<file path="src/rtl/loteria_escalonador.sv">
// loteria_escalonador: round-robin scheduler that serves four players' lottery
// tickets to a shared checker, one digit per cycle, and returns the result.
// Optional feature macro: LOTERIA_CONTADOR_EN adds the 16-bit 'wins' output
// with four saturating 4-bit per-player win counters.
module loteria_escalonador #(
   parameter int unsigned N_DIG = 5
) (
   input  logic                 clock,
   input  logic                 reset,
   input  logic [3:0]           req,
   input  logic [16*N_DIG-1:0]  ticket,
   output logic [3:0]           gnt,
   output logic [3:0]           numero,
   output logic                 insere,
   output logic                 fim_jogo,
   input  logic [1:0]           premio,
   output logic                 done,
   output logic [1:0]           done_id,
   output logic [1:0]           done_premio,
   output logic                 busy
`ifdef LOTERIA_CONTADOR_EN
   ,
   output logic [15:0]          wins
`endif
);

   localparam int unsigned TW    = 4 * N_DIG;
   localparam int unsigned IDX_W = (N_DIG > 1) ? $clog2(N_DIG) : 1;

   localparam logic [2:0] S_IDLE   = 3'd0;
   localparam logic [2:0] S_SEND   = 3'd1;
   localparam logic [2:0] S_FINISH = 3'd2;
   localparam logic [2:0] S_SAMPLE = 3'd3;
   localparam logic [2:0] S_REPORT = 3'd4;

   logic [2:0]       state_q, state_d;
   logic [1:0]       ptr_q, ptr_d;
   logic [IDX_W-1:0] idx_q, idx_d;
   logic [TW-1:0]    tkt_q, tkt_d;
   logic [1:0]       id_q, id_d;

   logic [3:0]       gnt_q, gnt_d;
   logic [3:0]       numero_q, numero_d;
   logic             insere_q, insere_d;
   logic             fim_q, fim_d;
   logic             done_q, done_d;
   logic [1:0]       done_id_q, done_id_d;
   logic [1:0]       done_premio_q, done_premio_d;
   logic             busy_q, busy_d;

   logic [1:0]       winner;
   logic [1:0]       cand;
   logic             found;
   logic [TW-1:0]    sel_tkt;
   logic [IDX_W-1:0] idx_nxt;
   logic [3:0]       dig_nxt;

   // Round-robin search starting at ptr, plus the ticket of the candidate winner
   always_comb begin
      winner = 2'd0;
      cand   = 2'd0;
      found  = 1'b0;
      for (int k = 0; k < 4; k++) begin
         cand = 2'(ptr_q + 2'(k));
         if (!found && req[cand]) begin
            found  = 1'b1;
            winner = cand;
         end
      end
      sel_tkt = TW'(ticket >> (int'(winner) * TW));
      idx_nxt = IDX_W'(idx_q + 1'b1);
      dig_nxt = 4'(tkt_q >> (int'(idx_nxt) * 4));
   end

   // Next state and next values of every registered output
   always_comb begin
      state_d       = state_q;
      ptr_d         = ptr_q;
      idx_d         = idx_q;
      tkt_d         = tkt_q;
      id_d          = id_q;
      gnt_d         = 4'b0000;
      numero_d      = 4'd0;
      insere_d      = 1'b0;
      fim_d         = 1'b0;
      done_d        = 1'b0;
      done_id_d     = done_id_q;
      done_premio_d = done_premio_q;

      case (state_q)
         S_IDLE: begin
            if (found) begin
               state_d  = S_SEND;
               tkt_d    = sel_tkt;
               id_d     = winner;
               ptr_d    = 2'(winner + 2'd1);
               idx_d    = '0;
               gnt_d    = 4'(4'b0001 << winner);
               insere_d = 1'b1;
               numero_d = sel_tkt[3:0];
            end
         end
         S_SEND: begin
            if (idx_q == IDX_W'(N_DIG - 1)) begin
               state_d = S_FINISH;
               idx_d   = '0;
               fim_d   = 1'b1;
            end else begin
               idx_d    = idx_nxt;
               insere_d = 1'b1;
               numero_d = dig_nxt;
            end
         end
         S_FINISH: begin
            state_d = S_SAMPLE;
         end
         S_SAMPLE: begin
            state_d       = S_REPORT;
            done_d        = 1'b1;
            done_id_d     = id_q;
            done_premio_d = premio;
         end
         S_REPORT: begin
            state_d = S_IDLE;
         end
         default: begin
            state_d = S_IDLE;
         end
      endcase

      busy_d = (state_d != S_IDLE);
   end

   // State and output registers; reset aborts any game in progress
   always_ff @(posedge clock or posedge reset) begin
      if (reset) begin
         state_q       <= S_IDLE;
         ptr_q         <= 2'd0;
         idx_q         <= '0;
         tkt_q         <= '0;
         id_q          <= 2'd0;
         gnt_q         <= 4'b0000;
         numero_q      <= 4'd0;
         insere_q      <= 1'b0;
         fim_q         <= 1'b0;
         done_q        <= 1'b0;
         done_id_q     <= 2'd0;
         done_premio_q <= 2'd0;
         busy_q        <= 1'b0;
      end else begin
         state_q       <= state_d;
         ptr_q         <= ptr_d;
         idx_q         <= idx_d;
         tkt_q         <= tkt_d;
         id_q          <= id_d;
         gnt_q         <= gnt_d;
         numero_q      <= numero_d;
         insere_q      <= insere_d;
         fim_q         <= fim_d;
         done_q        <= done_d;
         done_id_q     <= done_id_d;
         done_premio_q <= done_premio_d;
         busy_q        <= busy_d;
      end
   end

   assign gnt         = gnt_q;
   assign numero      = numero_q;
   assign insere      = insere_q;
   assign fim_jogo    = fim_q;
   assign done        = done_q;
   assign done_id     = done_id_q;
   assign done_premio = done_premio_q;
   assign busy        = busy_q;

`ifdef LOTERIA_CONTADOR_EN
   logic [15:0] wins_q, wins_d;

   // Count a win for the served player during REPORT, saturating at 15
   always_comb begin
      wins_d = wins_q;
      if ((state_q == S_REPORT) && (done_premio_q != 2'b00) &&
          (wins_q[4*id_q +: 4] != 4'hF)) begin
         wins_d[4*id_q +: 4] = 4'(wins_q[4*id_q +: 4] + 4'd1);
      end
   end

   // Win counter register
   always_ff @(posedge clock or posedge reset) begin
      if (reset) begin
         wins_q <= 16'd0;
      end else begin
         wins_q <= wins_d;
      end
   end

   assign wins = wins_q;
`endif

endmodule

</file>
<file path="config.mk">
export PLATFORM = sky130hd
export DESIGN_NAME = loteria_escalonador
export DESIGN_NICKNAME = d
export VERILOG_FILES = /design/src/rtl/loteria_escalonador.sv
export SDC_FILE = /design/constraint.sdc
export NUM_CORES = 1
export LEC_CHECK = 0
export ABC_AREA = 1
export CORE_MARGIN = 4
export CORE_UTILIZATION = 25
export DETAILED_ROUTE_END_ITERATION = 8
export PLACE_DENSITY_LB_ADDON = 0.25
export RECOVER_POWER = 25
export SETUP_SLACK_MARGIN = 0.4
export SLEW_MARGIN = 10
export SYNTH_ARGS = -nofsm -noshare
export SYNTH_HDL_FRONTEND = slang
export SYNTH_SLANG_ARGS = --single-unit
export TNS_END_PERCENT = 5
</file>
<file path="constraint.sdc">
create_clock -name clock -period 3 [get_ports clock]
set_input_delay 0.6 -clock clock [delete_from_list [all_inputs] [get_ports clock]]
set_output_delay 0.6 -clock clock [all_outputs]
set_load 0.02 [all_outputs]
</file>
# Word-level counts from Yosys, hierarchy flattened
# Index checks and enable logic that the tools add are counted.
# word_totals
register_bits	46
word_cells	75
# op_classes
add_sub_neg	5
mul	1
magnitude_cmp	4
eq_ne	5
n_shift	3
n_mux	33
reduce_logical	11
# op_table
operator	count
right shift 80 x 7 -> 20 bit	1
right shift 20 x 5 -> 4 bit	1
2-to-1 mux 4 bit	4
2-to-1 mux 1 bit	13
less-than comparator 2 x 3 -> 1 bit, second input constant	4
2-to-1 mux 3 bit	4
one-hot mux 3 bit (4 select lines)	1
binary-select mux 1 bit (select 2 bit)	4
2-to-1 mux 2 bit	4
one-hot mux 4 bit (2 select lines)	1
== test 3 x 2 -> 1 bit, second input constant	2
one-hot mux 3 bit (2 select lines)	1
multiplier 2 x 3 -> 5 bit, second input constant	1
adder 2 x 1 -> 2 bit, second input constant	2
adder 2 bit, second input constant	2
AND reduction 2 bit	2
<< shifter 1 x 2 -> 4 bit, first input constant	1
adder 3 x 1 -> 3 bit, second input constant	1
== test 3 x 1 -> 1 bit, second input constant	1
== test 3 bit, second input constant	1
logical AND 1 bit	3
zero test 1 bit	3
zero test 3 bit	1
nonzero test 3 bit	1
other kinds (3)	3

# Logic depth before layout (Yosys ltp)
# Gate-level depths: netlist of run 1.
# logic_depth
ltp_word	16
ltp_mapped	17
mapped_depth_nobuf	15

# Worst setup path after synthesis of run 1
# OpenSTA, ideal clock, no wires.
# synth_path
kind	input -> register
from	in req[3]
to	reg ptr_q[1]
arrival_time_ns	1.936
required_ns	2.874
path_slack_ns	0.937
cell_stages	12
n_path_buf	1
path_cell_list	inv_1 nand2_1 nand3_1 nand2_1 nor2_4 nand3_4 nand3_4 inv_2 buf_6 ha_1 nand2_1 o21ai_0
# synth_between
elab_chain_cells	13
word_cells_on_any_way	24
classes_between	1 x add/sub; 16 x mux; 7 x reduce/logical
# synth_lines
element	line	rtl
start, declared	10	input logic [3:0] req,
binary-select mux 1 bit (select 2 bit)	65	if (!found && req[cand]) begin
2-to-1 mux 1 bit (implied by the code)	65	
2-to-1 mux 1 bit	65	
zero test 1 bit	65	
logical AND 1 bit	65	
2-to-1 mux 1 bit	65	
zero test 1 bit	65	
logical AND 1 bit	65	
2-to-1 mux 1 bit	65	
zero test 1 bit	65	
logical AND 1 bit	65	
2-to-1 mux 2 bit (*)	65	
via winner[0]	51	logic [1:0] winner;
adder 2 x 1 -> 2 bit (*)	96	ptr_d = 2'(winner + 2'd1);
end signal, assigned	152	ptr_q <= ptr_d;
end, declared	37	logic [1:0] ptr_q, ptr_d;
# Mark *: on every way through the listed nets, which the timed path passes. The rest lies on a longest branch. The select of a mux whose other input is x is not followed.
# A chain may end at the register's enable or synchronous reset.

# Worst setup path after layout of run 1
# layout_path
from	in req[3]
to	reg tkt_q[10]
# layout_between
elab_chain_cells	14
word_cells_on_any_way	25
classes_between	1 x mul; 1 x shift; 16 x mux; 7 x reduce/logical
# layout_lines
element	line	rtl
binary-select mux 1 bit (select 2 bit)	65	
2-to-1 mux 1 bit (implied by the code)	65	
2-to-1 mux 1 bit	65	
zero test 1 bit	65	
logical AND 1 bit	65	
2-to-1 mux 1 bit	65	
zero test 1 bit	65	
logical AND 1 bit	65	
2-to-1 mux 1 bit	65	
zero test 1 bit	65	
logical AND 1 bit	65	
2-to-1 mux 2 bit	65	
multiplier 2 x 3 -> 5 bit	70	sel_tkt = TW'(ticket >> (int'(winner) * TW));
right shift 80 x 7 -> 20 bit	70	
end signal, assigned	154	tkt_q <= tkt_d;
end, declared	39	logic [TW-1:0] tkt_q, tkt_d;
# Parallel ways exist; a longest one is shown, timed or not. The select of a mux whose other input is x is not followed.

==> key figures, run 1 <==
Status
  – Status: finished with violations
  – Failing checks: max-capacitance violations, max-slew violations

Global route
  – First-pass GRT wire length: 13.4 mm
  – Largest net degree at the start of global routing: 47
  – Global Route Usage Sum: 12.1%
  – M3 GR Usage: roughly 1.9%
  – Routing usage on met2: 21.0%
  – GR Util met1: 15.6%
  – Number of global-route vias before repair: 3063
  – Grt ovf: 0
  – Gr busiest metal: met2
  – Initial antenna violation count: 0

Drt
  – Drt total wl: between 8 and 9 mm
  – Avg WL per Cell: 12.1 µm
  – Via Count: 3006
  – Drt first pass iters: 5
  – DRC violation count after routing: 0
  – DRT iter0 DRCs: 60
  – Antenna-violating nets left: 0
  – Avg Vias per Cell: 4.36

Clocking
  – Root Driver: clkbuf_16
  – H-tree Lvls: 2
  – Post-cts sizing count: 0
  – CTS tree: built
  – Clk sinks: 46
  – # Post-CTS Setup Buffers: 0
  – Hold Buf Count CTS: 0
  – Clk slew on worst S/H paths: about 70 ps
  – Maximum root-to-sink buffer count: 2
  – Number of CTS-inserted buffers: 5
  – Clk_lat worst skew: roughly 290 ps

Setup path
  – Slowest CP cell: clkdlybuf4s50_1
  – Worst Setup End Kind: flip-flop
  – Critical Path Source Type: primary input
  – Crit path required time: 3170 ps
  – Largest stage delay, worst path: 420 ps
  – CP dominant cell by count: nand2_1
  – Crit path cell chain: clkdlybuf4s50_1 -> inv_1 -> nand2_1 -> nand3_1 -> nand2_1 -> nor2_4 -> nand3_4 -> nand3_4 -> inv_2 -> buf_4 -> nand2_1 -> nand2_1 -> nand2_1 -> nand3_1
  – CP Max Fanout: 32
  – Crit path DAT: approximately 2500 ps
  – CP Class: primary input to flip-flop

Placed design
  – Dpl cell area: 4090 µm²
  – Quantity of I/O buffers inserted on ports: 103
  – Hpwl dp: 6.54 mm
  – Routability Congestion: about 0.8

Logic synthesis
  – Sequential area share after synthesis: about 39%
  – Synth Area per Inst: between 6 and 7 µm²
  – Seq cells post-synth: 46
  – Yosys top cell area share: 38.6%
  – XOR/XNOR Fraction of Synth Area: 0.294%
  – Synth top area cells: dfrtp_1, nand2_1, nand3_1, inv_1, o21ai_0
  – Post-Syn Nets: 542
  – YS warnings: 0
  – Largest area contributor in the netlist: dfrtp_1
  – Combinational family with the most area after synthesis: simple AND/OR/NAND/NOR gates
  – Simple logic cell fraction of the synthesized area: ~44%
  – Synth cell types: 27
  – Adder-Cell Fraction of Synth Area: approximately 2.5%
  – Post-synthesis cell area: 2980 µm²
  – Syn Inst Count: around 450
  – Mux contribution to synthesized area: 0%
  – Synth Area in Compound Gates: 4.99%

Timing
  – Max Freq: 0.430 GHz
  – Pins over their slew limit: 47
  – Final Setup Violations: 0
  – Setup Skew: around 7.4 ps
  – Rel. slew slack: -16.3%
  – Final setup TNS: 0 ps
  – Final period util: 77.5%
  – Slew @ Worst Pin: 1740 ps
  – Final hold violation count: 0
  – RSZ-0062 raised after global routing: false
  – Min cycle time layout: ~2300 ps

Floorplan
  – Total core area: 11600 µm²
  – Die footprint: between 10000 and 15000 µm²
  – Die boundary width: 117 µm
  – Starting density of the core: 25.8%
  – Rows: 39
  – Die Y: 117 µm
  – Io pins: around 100

Finish
  – Most common cell after layout, fill and taps aside: nand2_1
  – Area Growth Syn to Fin: 42.7%
  – Share of cells above drive strength 1: between 4 and 5%
  – Nets: 639
  – Leading cell types in the layout, fill and taps excluded: nand2_1, clkdlybuf4s50_1, dfrtp_1, nand3_1, inv_1
  – Final Cell Area: 4260 µm²
  – Diodes inserted: 0
  – Layout fillers: 1219

Power
  – Leakage power total: approximately 2.2 nW
  – Pwr Density: 1190 nW/µm²
  – Maximum vdd drop: 0.000637 V

Hold path
  – Hold WC Path Type: flip-flop to flip-flop

Job
  – Max Cap Violations: 1
-- critical path, delay by kind of cell --
family                 cells  cell delay [ps]
buffers and inverters      4              780
AND/OR/NAND/NOR           10             1110
-- through the flow --
stage	util (%)	total power, mW	cells	worst slack (ps)	hold slack (ps)
2_1_floorplan	-	3.75	448	937	444
3_3_place_gp	35.4	4.46	681	425	463
3_5_place_dp	35.4	4.53	681	358	465
4_1_cts	36.8	5.14	689	655	481
5_1_grt	36.8	5.64	689	229	510
6_report	36.8	5.05	689	674	477
-- state kept, by name, indices dropped and copies added (netlist names) --
signal       cells
tkt_q           20
gnt              4
numero           4
idx_q            3
state_q          3
done_id          2
done_premio      2
id_q             2
ptr_q            2
busy             1
done             1
fim_jogo         1
insere           1
-- metal layers --
metal  wire [µm]  vias up
met5           0        -
met4          88        0
met3         282        5
met2        4170       56
met1        3810     1366
li1            -     1579
-- cells in the mapped netlist --
| library cell | count |
|---|---|
| a21oi_1 | 2 |
| buf_2 | 2 |
| buf_4 | 5 |
| buf_6 | 7 |
| clkbuf_1 | 2 |
| dfrtp_1 | 46 |
| ha_1 | 6 |
| inv_1 | 36 |
| inv_2 | 3 |
| inv_4 | 1 |
| nand2_1 | 238 |
| nand2_2 | 1 |
| nand2_4 | 2 |
| nand3_1 | 41 |
| nand3_2 | 1 |
| nand3_4 | 2 |
| nand3b_1 | 1 |
| nand4_1 | 1 |
| nor2_1 | 17 |
| nor2_4 | 2 |
| nor2_8 | 1 |
| nor3_1 | 4 |
| o21ai_0 | 19 |
| o21ai_1 | 1 |
| o21bai_1 | 1 |
| o22ai_1 | 5 |
| xnor2_1 | 1 |
-- area by class of cell --
cell class              count  area (µm²)  share of cell area, %
well taps                 143         179                   4.20
clock inverters             1        8.76                  0.206
repair buffers            106        1070                   25.1
multi-input cells         346        1550                   36.3
flip-flops and latches     46        1150                   27.1
clock buffers               7         153                   3.59
inverters                  40         153                   3.59
-- power by group --
group	internal, mW	switching, mW	leakage [nW]
registers	0.919	0.177	0.576
clock network	0.356	0.231	0.0801
logic	1.21	2.16	1.51
-- logic make-up after synthesis --
logic type,count (synthesis)
AO/OA/AOI/OAI,28
XOR/XNOR,1
adder cells (fa/ha/maj),6
buffers and inverters,56
flip-flops,46
AND/OR/NAND/NOR,311
-- final timing paths --
check / start / end / slack [ps] / depth (start not counted)
hold / removal: done_premio[0]$_DFFE_PP0P_ / done_premio[0]$_DFFE_PP0P_ / 480 / 2
hold reg to reg: done_premio[0]$_DFFE_PP0P_ / done_premio[0]$_DFFE_PP0P_ / 480 / 2
setup / recovery: req[3] / tkt_q[10]$_DFFE_PP0N_ / 670 / 14
max in group asynchronous: reset / tkt_q[9]$_DFFE_PP0N_ / 680 / 2
setup reg to reg: ptr_q[0]$_DFFE_PP0N_ / tkt_q[10]$_DFFE_PP0N_ / 740 / 14
min in group asynchronous: reset / done_premio[0]$_DFFE_PP0P_ / 1310 / 2
(Power assumes the default switching activity.)
==> inputs of run 2 (changes only) <==
==> constraint.sdc (replaced) <==
create_clock -name clock -period 2.25 [get_ports clock]
set_input_delay 0.45 -clock clock [delete_from_list [all_inputs] [get_ports clock]]
set_output_delay 0.45 -clock clock [all_outputs]
set_load 0.02 [all_outputs]
==> run 2 against run 1 <==
Compared with the run above: the run now ends clean; via count grew 6.4%; die area did not move; global-route usage up 1.6 points; clock power rose by 46%; cell area rose by 8.7%; first-iteration DRC count up 33%; register-to-register slack worse by 440 ps; largest cell class unchanged.
==> key figures, run 2 (synthesized netlist as in run 1, its figures left out) <==
Global route
  – Number of global-route vias before repair: 3280 (was 3063)
  – Initial antenna violation count: 0 (unchanged)
  – Global Route Usage Sum: 13.7% (was 12.1%)
  – First-pass GRT wire length: 15.0 mm (was 13.4 mm)
  – Grt ovf: 0 (unchanged)
  – GR Util met1: 17.0% (was 15.6%)
  – Gr busiest metal: met2 (unchanged)
  – Routing usage on met2: 23.8% (was 21.0%)
  – M3 GR Usage: 2.06% (was 1.90%)
  – Largest net degree at the start of global routing: 38 (was 47)

Placed design
  – Hpwl dp: 6.72 mm (was 6.54 mm)
  – Routability Congestion: 0.879 (was 0.780)
  – Dpl cell area: 4240 µm² (was 4090 µm²)
  – Quantity of I/O buffers inserted on ports: 103 (unchanged)
  – DP Cell Count: 693 (was 681)

Timing
  – Final hold violation count: 0 (unchanged)
  – Setup Skew: 1.94 ps (was 7.37 ps)
  – Max Freq: 0.514 GHz
  – Rel. slew slack: 23.6% (was -16.3%)
  – Min cycle time layout: 1950 ps
  – RSZ-0062 raised after global routing: true (was false)
  – Slew @ Worst Pin: 1140 ps (was 1740 ps)
  – Final Setup Violations: 0 (unchanged)
  – Final period util: 86.5%
  – Pins over their slew limit: 0 (was 47)

Floorplan
  – Starting density of the core: 25.8% (unchanged)
  – Die footprint: 13700 µm² (unchanged)
  – Die boundary width: 117 µm (unchanged)
  – Die Y: 117 µm (unchanged)
  – Io pins: 104 (unchanged)
  – Rows: 39 (unchanged)
  – Total core area: 11600 µm² (unchanged)

Clocking
  – Number of CTS-inserted buffers: 5 (unchanged)
  – Clk sinks: 46 (unchanged)
  – Clk_lat worst skew: 290 ps (about the same)
  – Maximum root-to-sink buffer count: 2 (unchanged)
  – H-tree Lvls: 2 (unchanged)
  – CTS tree: built (unchanged)
  – Clk slew on worst S/H paths: 60 ps (was 70 ps)
  – Root Driver: clkbuf_16 (unchanged)
  – Hold Buf Count CTS: 0 (unchanged)

Power
  – Leakage power total: 2.33 nW (was 2.17 nW)
  – Pwr Density: 1720 nW/µm² (was 1190 nW/µm²)
  – Maximum vdd drop: 0.000895 V (was 0.000637 V)

Setup path
  – Crit path DAT: 2120 ps (was 2500 ps)
  – Worst Setup End Kind: flip-flop (unchanged)
  – Critical Path Source Type: flip-flop (was primary input)
  – Crit path required time: 2420 ps (was 3170 ps)
  – CP Class: flip-flop to flip-flop (was primary input to flip-flop)
  – R2R Setup Slk: 300 ps (was 740 ps)
  – CP Max Fanout: 11 (was 32)

Drt
  – Antenna-violating nets left: 0 (unchanged)
  – DRT iter0 DRCs: 80 (was 60)
  – DRC violation count after routing: 0 (unchanged)
  – Via Count: 3198 (was 3006)
  – Avg WL per Cell: 13.0 µm (was 12.1 µm)
  – Drt total wl: 9.28 mm (was 8.35 mm)
  – Avg Vias per Cell: 4.49 (was 4.36)
  – Drt first pass iters: 4 (was 5)

Finish
  – Diodes inserted: 0 (unchanged)
  – Leading cell types in the layout, fill and taps excluded: nand2_1, clkdlybuf4s50_1, dfrtp_1, nand3_1, inv_1 (unchanged)
  – Most flop-heavy register: tkt_q (unchanged)
  – Share of cells above drive strength 1: 12.8% (was 4.40%)
  – Fin cells: 712 (was 689)
  – Final Cell Area: 4630 µm² (was 4260 µm²)
  – Area Growth Syn to Fin: 55.1% (was 42.7%)
  – Most common cell after layout, fill and taps aside: nand2_1 (unchanged)
  – Number of flip-flops in the largest register: 20 (unchanged)
  – Nets: 663 (was 639)
  – Final core utilization: 40.0% (was 36.8%)

Hold path
  – Hold WC Path Type: flip-flop to flip-flop (unchanged)

Job
  – Max Cap Violations: 0 (was 1)

Status
  – Status: finished clean (was finished with violations)
==> run 2: cell types whose count changed in the layout (fill, tap and decap cells not counted), sizes merged <==
cell           change
buf               +23
bufinv             +1
clkbuf             -1
clkdlybuf4s50      -4
clkinv             -1
dlygate4sd2        +4
nor2               +1
==> run 2: cell type report <==
cell class              instances  area, µm²
clock buffers                   6        139
clock inverters                 1       30.0
fillers                      1195       6940
inverters                      40        163
multi-input cells             347       1650
flip-flops and latches         46       1150
well taps                     143        179
repair buffers                129       1310
==> run 2: per-layer routing <==
layer | vias to the layer above | part of all wire (%) | routed length (µm)
met1 | 1473 | 42 | 3900
met4 | 0 | 1.8 | 170
met5 | - | 0 | 0
li1 | 1633 | - | -
met3 | 12 | 4.3 | 402
met2 | 80 | 52 | 4800
==> run 2: what timing repair did <==
action,in CTS,in global routing
setup buffers,9,0
setup endpoints to repair,32,37
pin swaps,18,0
gates cloned,3,0
gates resized for setup,32,0
==> run 2: worst paths after layout <==
path / start / to / cells after the start
max: ptr_q[0]$_DFFE_PP0N_ / ptr_q[1]$_DFFE_PP0N_ / 13
min: done_premio[0]$_DFFE_PP0P_ / done_premio[0]$_DFFE_PP0P_ / 2
max reg2reg: ptr_q[0]$_DFFE_PP0N_ / ptr_q[1]$_DFFE_PP0N_ / 13
min reg2reg: done_premio[0]$_DFFE_PP0P_ / done_premio[0]$_DFFE_PP0P_ / 2
max in group asynchronous: reset / tkt_q[9]$_DFFE_PP0N_ / 3
min in group asynchronous: reset / ptr_q[1]$_DFFE_PP0N_ / 2
==> run 2: critical path, cell delays in order (launching register included) <==
cell and delay [ps]:
dfrtp_2 440, inv_4 140, nand2_1 80, nand2_2 110
buf_4 120, nand2_1 40, o21ai_0 100, nand3_1 130
nand3_2 100, nand2_4 100, inv_6 130, ha_4 210
nand2_1 60, o21ai_1 60
==> run 2: where the power goes <==
| group | internal [mW] | switching [mW] |
|---|---|---|
| Combinational | 2.32 | 3.33 |
| Clock | 0.548 | 0.310 |
| Sequential | 1.23 | 0.231 |
| Total | 4.10 | 3.87 |
==> run 2: stage by stage <==
stage	hold WS [ps]	TNS, ps	total power [mW]	setup WS, ps
2_1_floorplan	444	0	5.09	404
3_3_place_gp	460	-75.0	6.46	-23.3
3_5_place_dp	465	-895	6.50	-67.6
4_1_cts	478	0	8.02	355
5_1_grt	509	0	8.80	98.6
6_report	477	0	7.97	304
==> inputs of run 3 (changes only) <==
--- a/config.mk
+++ b/config.mk
@@ -6,7 +6,6 @@
 export NUM_CORES = 1
 export LEC_CHECK = 0
 export ABC_AREA = 1
-export CORE_MARGIN = 4
 export CORE_UTILIZATION = 25
 export DETAILED_ROUTE_END_ITERATION = 8
 export PLACE_DENSITY_LB_ADDON = 0.25
==> run 3 against run 2 <==
Compared with the run above: the flow now finishes with violations (design-rule violations); first-iteration DRC count is 73% higher; cell area is 5.0% higher; setup slack worse by 64 ps; sequential cell count stayed put; cell count is 2.0% higher; count of clock-buffer cells in the layout stayed put; sequential share of layout area is 1.2 points lower; register-to-register slack worse by 60 ps; non-clock buffer count is 12 higher; critical path depth stayed put.
==> key figures, run 3 (synthesized netlist as in run 1, its figures left out) <==
Power
  – Int Pwr: 4.55 mW (was 4.10 mW)
  – Comb power frac: 74.8% (was 70.9%)
  – P_sw: 4.25 mW (was 3.87 mW)
  – Switching power share of the total: 48.3% (was 48.6%)
  – Clock power share: 8.4% (was 10.8%)
  – Pwr Density: 1810 nW/µm² (was 1720 nW/µm²)
  – Leakage power total: 2.44 nW (was 2.33 nW)
  – Power share of the sequential group: 16.7% (was 18.3%)
  – Maximum vdd drop: 0.000677 V (was 0.000895 V)
  – Total power: 8.80 mW (was 7.97 mW)

Finish
  – Most flop-heavy register: tkt_q (unchanged)
  – Number of flip-flops in the largest register: 20 (unchanged)
  – Multi-input gate area: 1730 µm² (was 1650 µm²)
  – Leading cell types in the layout, fill and taps excluded: nand2_1, clkdlybuf4s50_1, dfrtp_1, nand3_1, inv_1 (unchanged)
  – Fin cells: 726 (was 712)
  – Register area: 1150 µm² (unchanged)
  – Final Cell Area: 4860 µm² (was 4630 µm²)
  – Diodes inserted: 0 (unchanged)
  – Share of cells above drive strength 1: 17.8% (was 12.8%)
  – Nets: 676 (was 663)
  – Most common cell after layout, fill and taps aside: nand2_1 (unchanged)
  – Layout fillers: 1150 (was 1195)
  – Area Growth Syn to Fin: 62.8% (was 55.1%)

Global route
  – Largest net degree at the start of global routing: 47 (was 38)
  – First-pass GRT wire length: 15.2 mm (was 15.0 mm)
  – Global Route Usage Sum: 15.2% (was 13.7%)
  – Grt ovf: 0 (unchanged)
  – Initial antenna violation count: 0 (unchanged)
  – Number of global-route vias before repair: 3232 (was 3280)

Clocking
  – Maximum root-to-sink buffer count: 2 (unchanged)
  – Number of CTS-inserted buffers: 5 (unchanged)
  – H-tree Lvls: 2 (unchanged)
  – Clk slew on worst S/H paths: 60 ps (about the same)
  – Clk_lat worst skew: 280 ps (was 290 ps)
  – Root Driver: clkbuf_16 (unchanged)
  – Clk sinks: 46 (unchanged)
  – CTS tree: built (unchanged)

Floorplan
  – Rows: 39 (unchanged)
  – Starting density of the core: 25.9% (was 25.8%)
  – Die boundary width: 111 µm (was 117 µm)
  – Die Y: 111 µm (was 117 µm)
  – Die footprint: 12400 µm² (was 13700 µm²)
  – Io pins: 104 (unchanged)
  – Total core area: 11500 µm² (was 11600 µm²)

Setup path
  – Crit path cell chain: buf_6 -> nand2_4 -> nand2_4 -> nand2_4 -> nand2_4 -> nor2_4 -> nand3_4 -> nand3_4 -> inv_8 -> buf_6 -> ha_4 -> nand2_2 -> o21ai_1 (was inv_4 -> nand2_1 -> nand2_2 -> buf_4 -> nand2_1 -> o21ai_0 -> nand3_1 -> nand3_2 -> nand2_4 -> inv_6 -> ha_4 -> nand2_1 -> o21ai_1)
  – CP Class: flip-flop to flip-flop (unchanged)
  – CP dominant cell by count: nand2_4 (was nand2_1)
  – Crit path required time: 2460 ps (was 2420 ps)
  – Reg2reg path depth: 13 (unchanged)
  – Largest stage delay, worst path: 470 ps (was 440 ps)
  – Critical Path Source Type: flip-flop (unchanged)
  – Slowest CP cell: dfrtp_2 (unchanged)
  – Worst Setup End Kind: flip-flop (unchanged)
  – Crit path DAT: 2220 ps (was 2120 ps)
  – CP Max Fanout: 5 (was 11)

Timing
  – Final setup TNS: 0 ps (unchanged)
  – Final Setup Violations: 0 (unchanged)
  – Slew @ Worst Pin: 1140 ps (about the same)
  – Max Freq: 0.498 GHz (was 0.514 GHz)
  – Setup Skew: 5.42 ps (was 1.94 ps)
  – Rel. slew slack: 24.2% (was 23.6%)
  – Pins over their slew limit: 0 (unchanged)
  – Final hold violation count: 0 (unchanged)
  – Final period util: 89.3% (was 86.5%)
  – RSZ-0062 raised after global routing: true (unchanged)
  – Min cycle time layout: 2010 ps (was 1950 ps)

Placed design
  – Hpwl dp: 6.42 mm (was 6.72 mm)
  – Dpl cell area: 4260 µm² (was 4240 µm²)
  – Routability Congestion: 0.837 (was 0.879)
  – DP Cell Count: 694 (was 693)
  – Quantity of I/O buffers inserted on ports: 103 (unchanged)

Drt
  – Drt total wl: 9.54 mm (was 9.28 mm)
  – Avg Vias per Cell: 4.47 (was 4.49)
  – DRT iter0 DRCs: 138 (was 80)
  – DRC violation count after routing: 4 (was 0)
  – Antenna-violating nets left: 0 (unchanged)
  – Avg WL per Cell: 13.1 µm (was 13.0 µm)
  – Via Count: 3245 (was 3198)
  – Drt first pass iters: 6 (was 4)

Hold path
  – Hold WC Path Type: flip-flop to flip-flop (unchanged)
  – Hold Path Depth: 2 (unchanged)

Job
  – Max Cap Violations: 0 (unchanged)

Status
  – Failing checks: design-rule violations
  – Status: finished with violations (was finished clean)
## run 3: power by group through the flow
| stage | Clock, mW | Sequential [mW] | Combinational, mW |
|---|---|---|---|
| 6_report | 0.742 | 1.47 | 6.58 |
| 5_1_grt | 0.798 | 1.52 | 7.28 |
| 4_1_cts | 0.770 | 1.46 | 5.85 |
| 3_5_place_dp | 0 | 1.45 | 5.17 |
| 3_3_place_gp | 0 | 1.46 | 5.12 |
| 2_1_floorplan | 0 | 1.52 | 3.57 |
## run 3: timing repair
item                       CTS  global route
cloned                       4             3
hold buffers                 0             0
setup endpoints to repair   32            37
setup buffers               14             3
pin swaps                   15            18
gates resized for setup     31            28
## run 3: worst paths after layout
check,startpoint,end,slack [ps]
worst max-delay path,ptr_q[0]$_DFFE_PP0N_,ptr_q[1]$_DFFE_PP0N_,240
worst min-delay path,done_premio[0]$_DFFE_PP0P_,done_premio[0]$_DFFE_PP0P_,480
worst max register to register,ptr_q[0]$_DFFE_PP0N_,ptr_q[1]$_DFFE_PP0N_,240
worst min register to register,done_premio[0]$_DFFE_PP0P_,done_premio[0]$_DFFE_PP0P_,480
max in group asynchronous,reset,ptr_q[1]$_DFFE_PP0N_,510
min in group asynchronous,reset,gnt[1]$_DFF_PP0_,980
## run 3: metal layers
metal	part of all wire [%]	track usage [%]	vias up
met4	1.2	5.41	0
li1	-	-	1659
met1	43	19.2	1493
met2	51	26.5	84
met5	0	0	-
met3	4.5	1.86	9
## run 3: critical path: cells and delay by family, from the launching register on
kind	cells	cell delay, ps
AOI/OAI and AO/OA	1	70
adders and majority gates	1	250
buffers and inverters	3	370
DFF	1	470
and+or+nand+nor	8	780
## run 3: layout make-up
| type | instances | area share [%] |
|---|---|---|
| Timing Repair inverter | 1 | 0.155 |
| Sequential cell | 46 | 23.8 |
| Clock inverter | 2 | 0.258 |
| Timing Repair Buffer | 141 | 30.4 |
| Tap cell | 143 | 3.68 |
| Multi-Input combinational cell | 347 | 35.6 |
| Inverter | 40 | 3.35 |
| Clock buffer | 6 | 2.86 |
## run 3: metrics by stage
step	setup slack [ps]	hold slack (ps)	utilization [%]
2_1_floorplan	404	444	-
3_3_place_gp	0.203	462	37.0
3_5_place_dp	-47.7	467	37.0
4_1_cts	344	482	40.5
5_1_grt	112	515	42.2
6_report	240	480	42.2
